[config.mk]
export PLATFORM = sky130hd
export DESIGN_NAME = demux4_32_reg
export DESIGN_NICKNAME = d
export VERILOG_FILES = /design/src/rtl/demux_pkg.sv /design/src/rtl/demux_slot32.sv /design/src/rtl/demux4_32_reg.sv
export SDC_FILE = /design/constraint.sdc
export NUM_CORES = 1
export LEC_CHECK = 0
export CORE_UTILIZATION = 40
export DETAILED_ROUTE_END_ITERATION = 8
export PLACE_DENSITY = 0.72
export SYNTH_ARGS = -nofsm -noshare
export SYNTH_HDL_FRONTEND = slang
export SYNTH_SLANG_ARGS = --single-unit
export TNS_END_PERCENT = 100
[constraint.sdc]
create_clock -name clk -period 2.9 [get_ports clk]
set_input_delay 0.58 -clock clk [delete_from_list [all_inputs] [get_ports clk]]
set_output_delay 0.58 -clock clk [all_outputs]
set_load 0.005 [all_outputs]
[src/rtl/demux_pkg.sv]
// Shared definitions for the registered 1-to-4 word router and its channel slots.
package demux_pkg;

  localparam int NCH        = 4;
  localparam int SELW       = 2;
  localparam int DW_DEFAULT = 32;

  typedef logic [SELW-1:0] chan_sel_t;

  typedef enum logic [0:0] {
    SLOT_EMPTY = 1'b0,
    SLOT_FULL  = 1'b1
  } slot_state_t;

  function automatic logic [NCH-1:0] sel_decode(input chan_sel_t sel);
    sel_decode = NCH'(1) << sel;
  endfunction

endpackage

[src/rtl/demux_slot32.sv]
// One-entry valid/ready holding register for a single router channel (EMPTY <-> FULL).
module demux_slot32
  import demux_pkg::*;
#(
  parameter int DW = DW_DEFAULT
) (
  input  logic          clk,
  input  logic          rst_n,
  input  logic          clr,
  input  logic          load_i,
  input  logic          consume_i,
  input  logic [DW-1:0] data_i,
  output logic          valid_o,
  output logic [DW-1:0] data_o
);

  slot_state_t   state_q, state_d;
  logic [DW-1:0] data_q, data_d;

  // Next state and data: flush wins, then a load (which also covers refill), then consumption.
  always_comb begin
    state_d = state_q;
    data_d  = data_q;
    case (state_q)
      SLOT_EMPTY: begin
        if (clr) begin
          state_d = SLOT_EMPTY;
        end else if (load_i) begin
          state_d = SLOT_FULL;
          data_d  = data_i;
        end else begin
          state_d = SLOT_EMPTY;
        end
      end
      SLOT_FULL: begin
        if (clr) begin
          state_d = SLOT_EMPTY;
        end else if (load_i) begin
          state_d = SLOT_FULL;
          data_d  = data_i;
        end else if (consume_i) begin
          state_d = SLOT_EMPTY;
        end else begin
          state_d = SLOT_FULL;
        end
      end
      default: begin
        state_d = SLOT_EMPTY;
      end
    endcase
  end

  // State and data registers; the flush leaves data untouched.
  always_ff @(posedge clk or negedge rst_n) begin
    if (!rst_n) begin
      state_q <= SLOT_EMPTY;
      data_q  <= '0;
    end else begin
      state_q <= state_d;
      data_q  <= data_d;
    end
  end

  assign valid_o = (state_q == SLOT_FULL);
  assign data_o  = data_q;

endmodule

[src/rtl/demux4_32_reg.sv]
// Registered 1-to-4 router with per-channel valid/ready slots.
// Optional per-channel delivery counters on cnt_all when DEMUX4_CNT_EN is defined.
module demux4_32_reg
  import demux_pkg::*;
#(
  parameter int DW = DW_DEFAULT,
  parameter int CW = 16
) (
  input  logic              clk,
  input  logic              rst_n,
  input  logic              clr,
  input  logic              in_valid,
  output logic              in_ready,
  input  logic [DW-1:0]     in_data,
  input  chan_sel_t         in_sel,
  output logic [NCH-1:0]    out_valid,
  input  logic [NCH-1:0]    out_ready,
  output logic [DW-1:0]     out_data0,
  output logic [DW-1:0]     out_data1,
  output logic [DW-1:0]     out_data2,
  output logic [DW-1:0]     out_data3
`ifdef DEMUX4_CNT_EN
  ,
  output logic [NCH*CW-1:0] cnt_all
`endif
);

  logic [NCH-1:0] valid_s;
  logic [NCH-1:0] load_s;
  logic [NCH-1:0] consume_s;
  logic [DW-1:0]  data_s [NCH];

  // Readiness looks only at the selected channel so a stalled consumer never blocks the others.
  assign in_ready = !clr && (!valid_s[in_sel] || out_ready[in_sel]);

  // Steer the accepted word to its channel and flag per-channel deliveries.
  always_comb begin
    load_s    = sel_decode(in_sel) & {NCH{in_valid && in_ready}};
    consume_s = valid_s & out_ready;
  end

  for (genvar g = 0; g < NCH; g++) begin : g_slot
    demux_slot32 #(.DW(DW)) u_slot (
      .clk       (clk),
      .rst_n     (rst_n),
      .clr       (clr),
      .load_i    (load_s[g]),
      .consume_i (consume_s[g]),
      .data_i    (in_data),
      .valid_o   (valid_s[g]),
      .data_o    (data_s[g])
    );
  end

  assign out_valid = valid_s;
  assign out_data0 = data_s[0];
  assign out_data1 = data_s[1];
  assign out_data2 = data_s[2];
  assign out_data3 = data_s[3];

`ifdef DEMUX4_CNT_EN
  logic [CW-1:0] cnt_q [NCH];
  logic [CW-1:0] cnt_d [NCH];

  // A flush overrides the consumer handshake, so it does not count as a delivery.
  always_comb begin
    for (int i = 0; i < NCH; i++) begin
      if (!clr && consume_s[i]) begin
        cnt_d[i] = cnt_q[i] + CW'(1);
      end else begin
        cnt_d[i] = cnt_q[i];
      end
    end
  end

  // Delivery counter registers, wrapping naturally at 2^CW.
  always_ff @(posedge clk or negedge rst_n) begin
    if (!rst_n) begin
      for (int i = 0; i < NCH; i++) begin
        cnt_q[i] <= '0;
      end
    end else begin
      for (int i = 0; i < NCH; i++) begin
        cnt_q[i] <= cnt_d[i];
      end
    end
  end

  for (genvar g = 0; g < NCH; g++) begin : g_cnt
    assign cnt_all[g*CW +: CW] = cnt_q[g];
  end
`endif

endmodule

# --- Yosys cells after proc, flatten, opt, wreduce, memory -nomap -nowiden ---
# Cells that the tools add are included.
op_classes:
  bitwise: 7
  muxes: 36
  shifts: 1
  magnitude_cmp: 1
  n_reduce_logical: 9
op_table:
  columns: ["cell", "count"]
  rows:
  - ["2-to-1 mux 32 bit", 8]
  - ["2-to-1 mux 1 bit", 22]
  - ["AND 4 bit", 2]
  - ["one-hot mux 1 bit (2 select lines)", 4]
  - ["AND reduction 2 bit", 4]
  - ["NOT 1 bit", 5]
  - ["binary-select mux 1 bit (select 2 bit)", 2]
  - ["left shift 1 x 2 -> 4 bit, first input constant", 1]
  - ["less-than comparator 2 x 3 -> 1 bit, second input constant", 1]
  - ["logical AND 1 bit", 2]
  - ["logical NOT 1 bit", 2]
  - ["logical OR 1 bit", 1]
word_totals:
  regBits: 132
  in_bits: 42
  elab_cells: 62
  output_inout_bits: 133

# --- Depth between registers and ports, before layout ---
logic_depth:
  ltp_word: 10
  depth_mapped: 5

# --- Cells and area by module ---
# A second synthesis with hierarchy kept.
hier_totals:
  hier_cells: 314
  hier_area_um2: 5740.5
modules_own_cells:
  columns: ["mod", "area_per_inst_um2", "seq_area_each_um2", "n_inst", "cells_each"]
  rows:
  - ["demux_slot32", 1398.8, 825.8, 4, 73]
  - ["demux4_32_reg", 145.1, 0.0, 1, 22]

# --- Least setup slack after synthesis ---
# Ideal clock, no wire load.
synth_timing:
  kind: "input -> output"
  startpoint: "input in_sel[0]"
  endpoint: "output in_ready"
  path_buffers: 1
  t_arrival_ps: 1108
  stages: 3
  path_slack_ps: 1212
  path_cell_list: "buf_2 o311ai_0 a21oi_1"
synth_between:
  elab_chain_cells: 5
synth_lines:
  columns: ["element", "line_no", "source"]
  rows:
  - ["start, declared", "demux4_32_reg.sv:15", "input chan_sel_t in_sel,"]
  - ["binary-select mux 1 bit (select 2 bit)", "demux4_32_reg.sv:34", "assign in_ready = !clr && (!valid_s[in_sel] || out_ready[in_sel]);"]
  - ["2-to-1 mux 1 bit (not written as such)", "demux4_32_reg.sv:34", null]
  - ["logical NOT 1 bit", "demux4_32_reg.sv:34", null]
  - ["logical OR 1 bit (*)", "demux4_32_reg.sv:34", null]
  - ["logical AND 1 bit (*)", "demux4_32_reg.sv:34", null]
  - ["end, declared", "demux4_32_reg.sv:13", "output logic in_ready,"]
# Every way passes the cells marked *; elsewhere a longest branch is shown, timed or not. The select of a mux whose other input is x is not followed.

# --- Worst setup path in the final report ---
layout_timing:
  startpoint: "input in_sel[1]"
  endpoint: "output in_ready"
# Same word-level chain as after synthesis.

==> reports/qor_table.md <==
| Result | This run | Unit |
|---|---|---|
| # IOs | 175 | - |
| Overall global routing resource usage | 18.67 | % |
| Final setup skew | 0.005435 | ns |
| Pin slew with the least headroom to its limit | 0.4408 | ns |
| Crit Path Max Fanout | 7 | - |
| Cell repeated most along the worst path | sky130_fd_sc_hd__clkdlybuf4s50_1 | - |
| Arrival time reported for the critical path endpoint | 2.16 | ns |
| Share of final-layout standard cells stronger than drive strength 1 | 34.68 | % |
| Initial core utilization | 40.99 | % |
| Clock tree from TritonCTS | yes | - |
| Areal power density over the cells | 777.7 | nW/um2 |
| Max-slew violation count | 0 | - |
| Post-Route WL | 11.58 | mm |
| Clock Tree Buf Depth | 2 | - |
| Post-Syn Nets | 340 | - |
| Post-Syn Area per Cell | 17.36 | um2 |
| Status | finished clean | - |
| Area of the core region | 12,620 | um2 |
| Most instantiated flip-flop cell in the synthesis netlist | sky130_fd_sc_hd__dfrtp_1 | - |
| Critical path cell sequence | clkdlybuf4s50_1 -> nand4bb_1 -> o311ai_0 -> a21oi_1 -> clkdlybuf4s50_1 | - |
| Number of input and output port buffers inserted | 174 | - |
| Slew HR | 70.61 | % |
| Top cells by count, synth | sky130_fd_sc_hd__dfrtp_1, sky130_fd_sc_hd__mux2_2, sky130_fd_sc_hd__mux2_4, sky130_fd_sc_hd__buf_2, sky130_fd_sc_hd__buf_4 | - |
| First DRT Iteration DRCs | 147 | - |
| Leak Pwr | 0.003301 | uW |
| DR vias | 3,188 | - |
| Final count of negative-setup-slack endpoints | 0 | - |
| Antenna cells | 0 | - |
| Warning count from the yosys run | 0 | - |
| Post-CTS setup buffer count | 0 | - |
| CTS resizes | 0 | - |
| H-tree depth reported by CTS | 4 | - |
| Post-layout net count | 527 | - |
| Die Span Y | 115.7 | um |
| Gate family responsible for the most delay along the worst path | buffers and inverters | - |
| Relative area change from synthesis to final layout | 47.17 | % |
| GR Overflow Total | 0 | - |
| Fraction of post-synthesis cell area in the top cell type by area | 63.86 | % |
| Later-pin clock latency in the skew report | 0.41 | ns |
| Cell Area, Synth | 5172 | um2 |
| RSZ-0062 raised after global routing | false | - |
| Number of enable-type register cells in the synthesized netlist | 0 | - |
| Ranking of synthesized cells by area | sky130_fd_sc_hd__dfrtp_1, sky130_fd_sc_hd__mux2_2, sky130_fd_sc_hd__mux2_4, sky130_fd_sc_hd__buf_12, sky130_fd_sc_hd__buf_2 | - |
| Clock root buffer | sky130_fd_sc_hd__clkbuf_16 | - |
| Fin util | 60.32 | % |
| Via count of the first global-routing pass | 3,417 | - |
| Maximum number of pins on one net before global-route repair | 35 | - |
| Final Cycle Share | 94.58 | % |
| Via/cell ratio | 4.772 | - |
| Worst ir drop on vdd | 385.0 | uV |
| First-pass GRT wire length | 18.26 | mm |
| Number of distinct library cell variants in the gate-level netlist after synthesis | 23 | - |
| Clk pin slew, worst setup/hold paths | 0.05 | ns |
| Final hold violation count | 0 | - |
| Endpoint of the worst-slack reg-to-reg timing path | g_slot[2].u_slot.data_o[0] | - |
| Synth Instances | 298 | - |
| Sequential cell area fraction in the yosys report | 63.86 | % |
| Count leader, synth | sky130_fd_sc_hd__dfrtp_1 | - |
| Number of remaining DRC errors | 0 | - |
| Floorplan die area | 13,390 | um2 |
| DP HPWL | 8.117 | mm |
| Dpl cells | 638 | - |
| Slowest cell on the critical path | sky130_fd_sc_hd__clkdlybuf4s50_1 | - |
| Count of clock tree sinks | 132 | - |
| Final non-filler cell total | 668 | - |
| Type of origin of the critical path | input pin | - |
| DRT Pass-1 Iters | 4 | - |
| Fraction of registers with async set/reset | 100.0 | % |
| Crit Path Class | input pin to output port | - |
| Yosys top cell by area | sky130_fd_sc_hd__dfrtp_1 | - |
| Class of the most critical hold timing path | input pin to asynchronous set/reset pin | - |
| Cells on worst reg2reg path | 4 | - |
| Biggest cell delay along the critical path | 0.59 | ns |
| Capturing element type of the critical path | output port | - |
| Count of maximum capacitance violations | 0 | - |
| Count of nets left with antenna violations after detail routing | 0 | - |
| Hold-fix buffers at CTS | 0 | - |
| Worst endpoint required time | 2.32 | ns |
| Post-route worst hold slack | 0.09882 | ns |
| Maximum clock frequency | 0.3646 | GHz |
| Overall power | 5920 | uW |
| Routability congestion estimate from global placement | 0.7418 | - |
| Minimum clock period after layout | 2.743 | ns |
| TritonCTS Buffers | 17 | - |
| Number of antenna violations at the first check in global routing | 0 | - |
| Post-DR wirelength/cell | 17.33 | um |
| Worst r2r src | g_slot[2].u_slot.valid_o | - |
| Fin Setup TNS | 0 | ns |
| # rows | 41 | - |
| Buf/Inv on CP | 2 | - |
| Die width | 115.7 | um |
| Total of flip-flops plus latches after synthesis | 132 | - |
| Setup slack of the most critical reg-to-reg path | 1.27 | ns |
## cells in the final DEF (no fill, tap or decap), types with 3 or more instances in the layout
master / synthesis / layout
sky130_fd_sc_hd__mux2_4: 29 / 29
sky130_fd_sc_hd__a22oi_1: 3 / 3
sky130_fd_sc_hd__clkdlybuf4s50_1: 0 / 173
sky130_fd_sc_hd__clkbuf_1: 0 / 4
sky130_fd_sc_hd__mux2_2: 99 / 99
sky130_fd_sc_hd__nand2b_1: 3 / 3
sky130_fd_sc_hd__buf_4: 4 / 13
sky130_fd_sc_hd__dfrtp_1: 132 / 132
sky130_fd_sc_hd__clkinv_2: 0 / 4
sky130_fd_sc_hd__clkbuf_16: 0 / 17
sky130_fd_sc_hd__clkbuf_8: 0 / 4
## cell families after synthesis
group                  after synthesis  synth area share (%)
AO/OA/AOI/OAI                        6                0.8708
buffers and inverters               19                 3.000
flip-flops                         132                 63.86
multiplexers                       129                 30.16
AND/OR/NAND/NOR                     12                 2.104
## layer usage
metal | share of wire [%] | track usage [%]
met1 | 42 | 22.86
met2 | 47 | 28.46
met3 | 9.7 | 8.734
met4 | 1.3 | 7.778
met5 | 0 | 0
## worst reg2reg max path, stage by stage, from the launching register on
cell                      delay (ns)
sky130_fd_sc_hd__dfrtp_1        0.40
sky130_fd_sc_hd__or2b_1         0.18
sky130_fd_sc_hd__and4b_2        0.24
sky130_fd_sc_hd__buf_4          0.31
sky130_fd_sc_hd__mux2_2         0.38
## state kept, by name (all words and copies together), names as in the netlist
register               count
g_slot.u_slot.valid_o      4
g_slot.u_slot.data_o     128
## cell type report
cell class                 count  area, um2
inverter                       1      3.754
multi-input combinational    147       1715
fill                        1020       5007
timing repair buffer         186       1829
tap                          172      215.2
clock inverter                 5      50.05
sequential                   132       3303
clock buffer                  25      495.5
## worst max path at each step
stage                         start       end  slack [ns]  cells after the start
after floorplan           in_sel[0]  in_ready        1.21                      3
after global placement    in_sel[1]  in_ready        0.24                      5
after detailed placement  in_sel[1]  in_ready        0.16                      5
after CTS                 in_sel[1]  in_ready        0.16                      5
after global routing      in_sel[1]  in_ready        0.07                      5
final                     in_sel[1]  in_ready        0.16                      5
## power by group
| group | total [uW] | internal (uW) | switching, uW |
|---|---|---|---|
| logic | 1480 | 1070 | 419 |
| registers | 2460 | 2250 | 215 |
| clock network | 1970 | 1250 | 720 |
| total | 5920 | 4570 | 1350 |
## through the flow
stage               setup slack (ns)  cell area (um2)
detailed placement            0.1583             7067
global placement              0.2379             7067
floorplan                      1.212             5172
global route                 0.06530             7612
finish                        0.1572             7612
CTS                           0.1582             7612
Power figures use the tool's default switching activity.
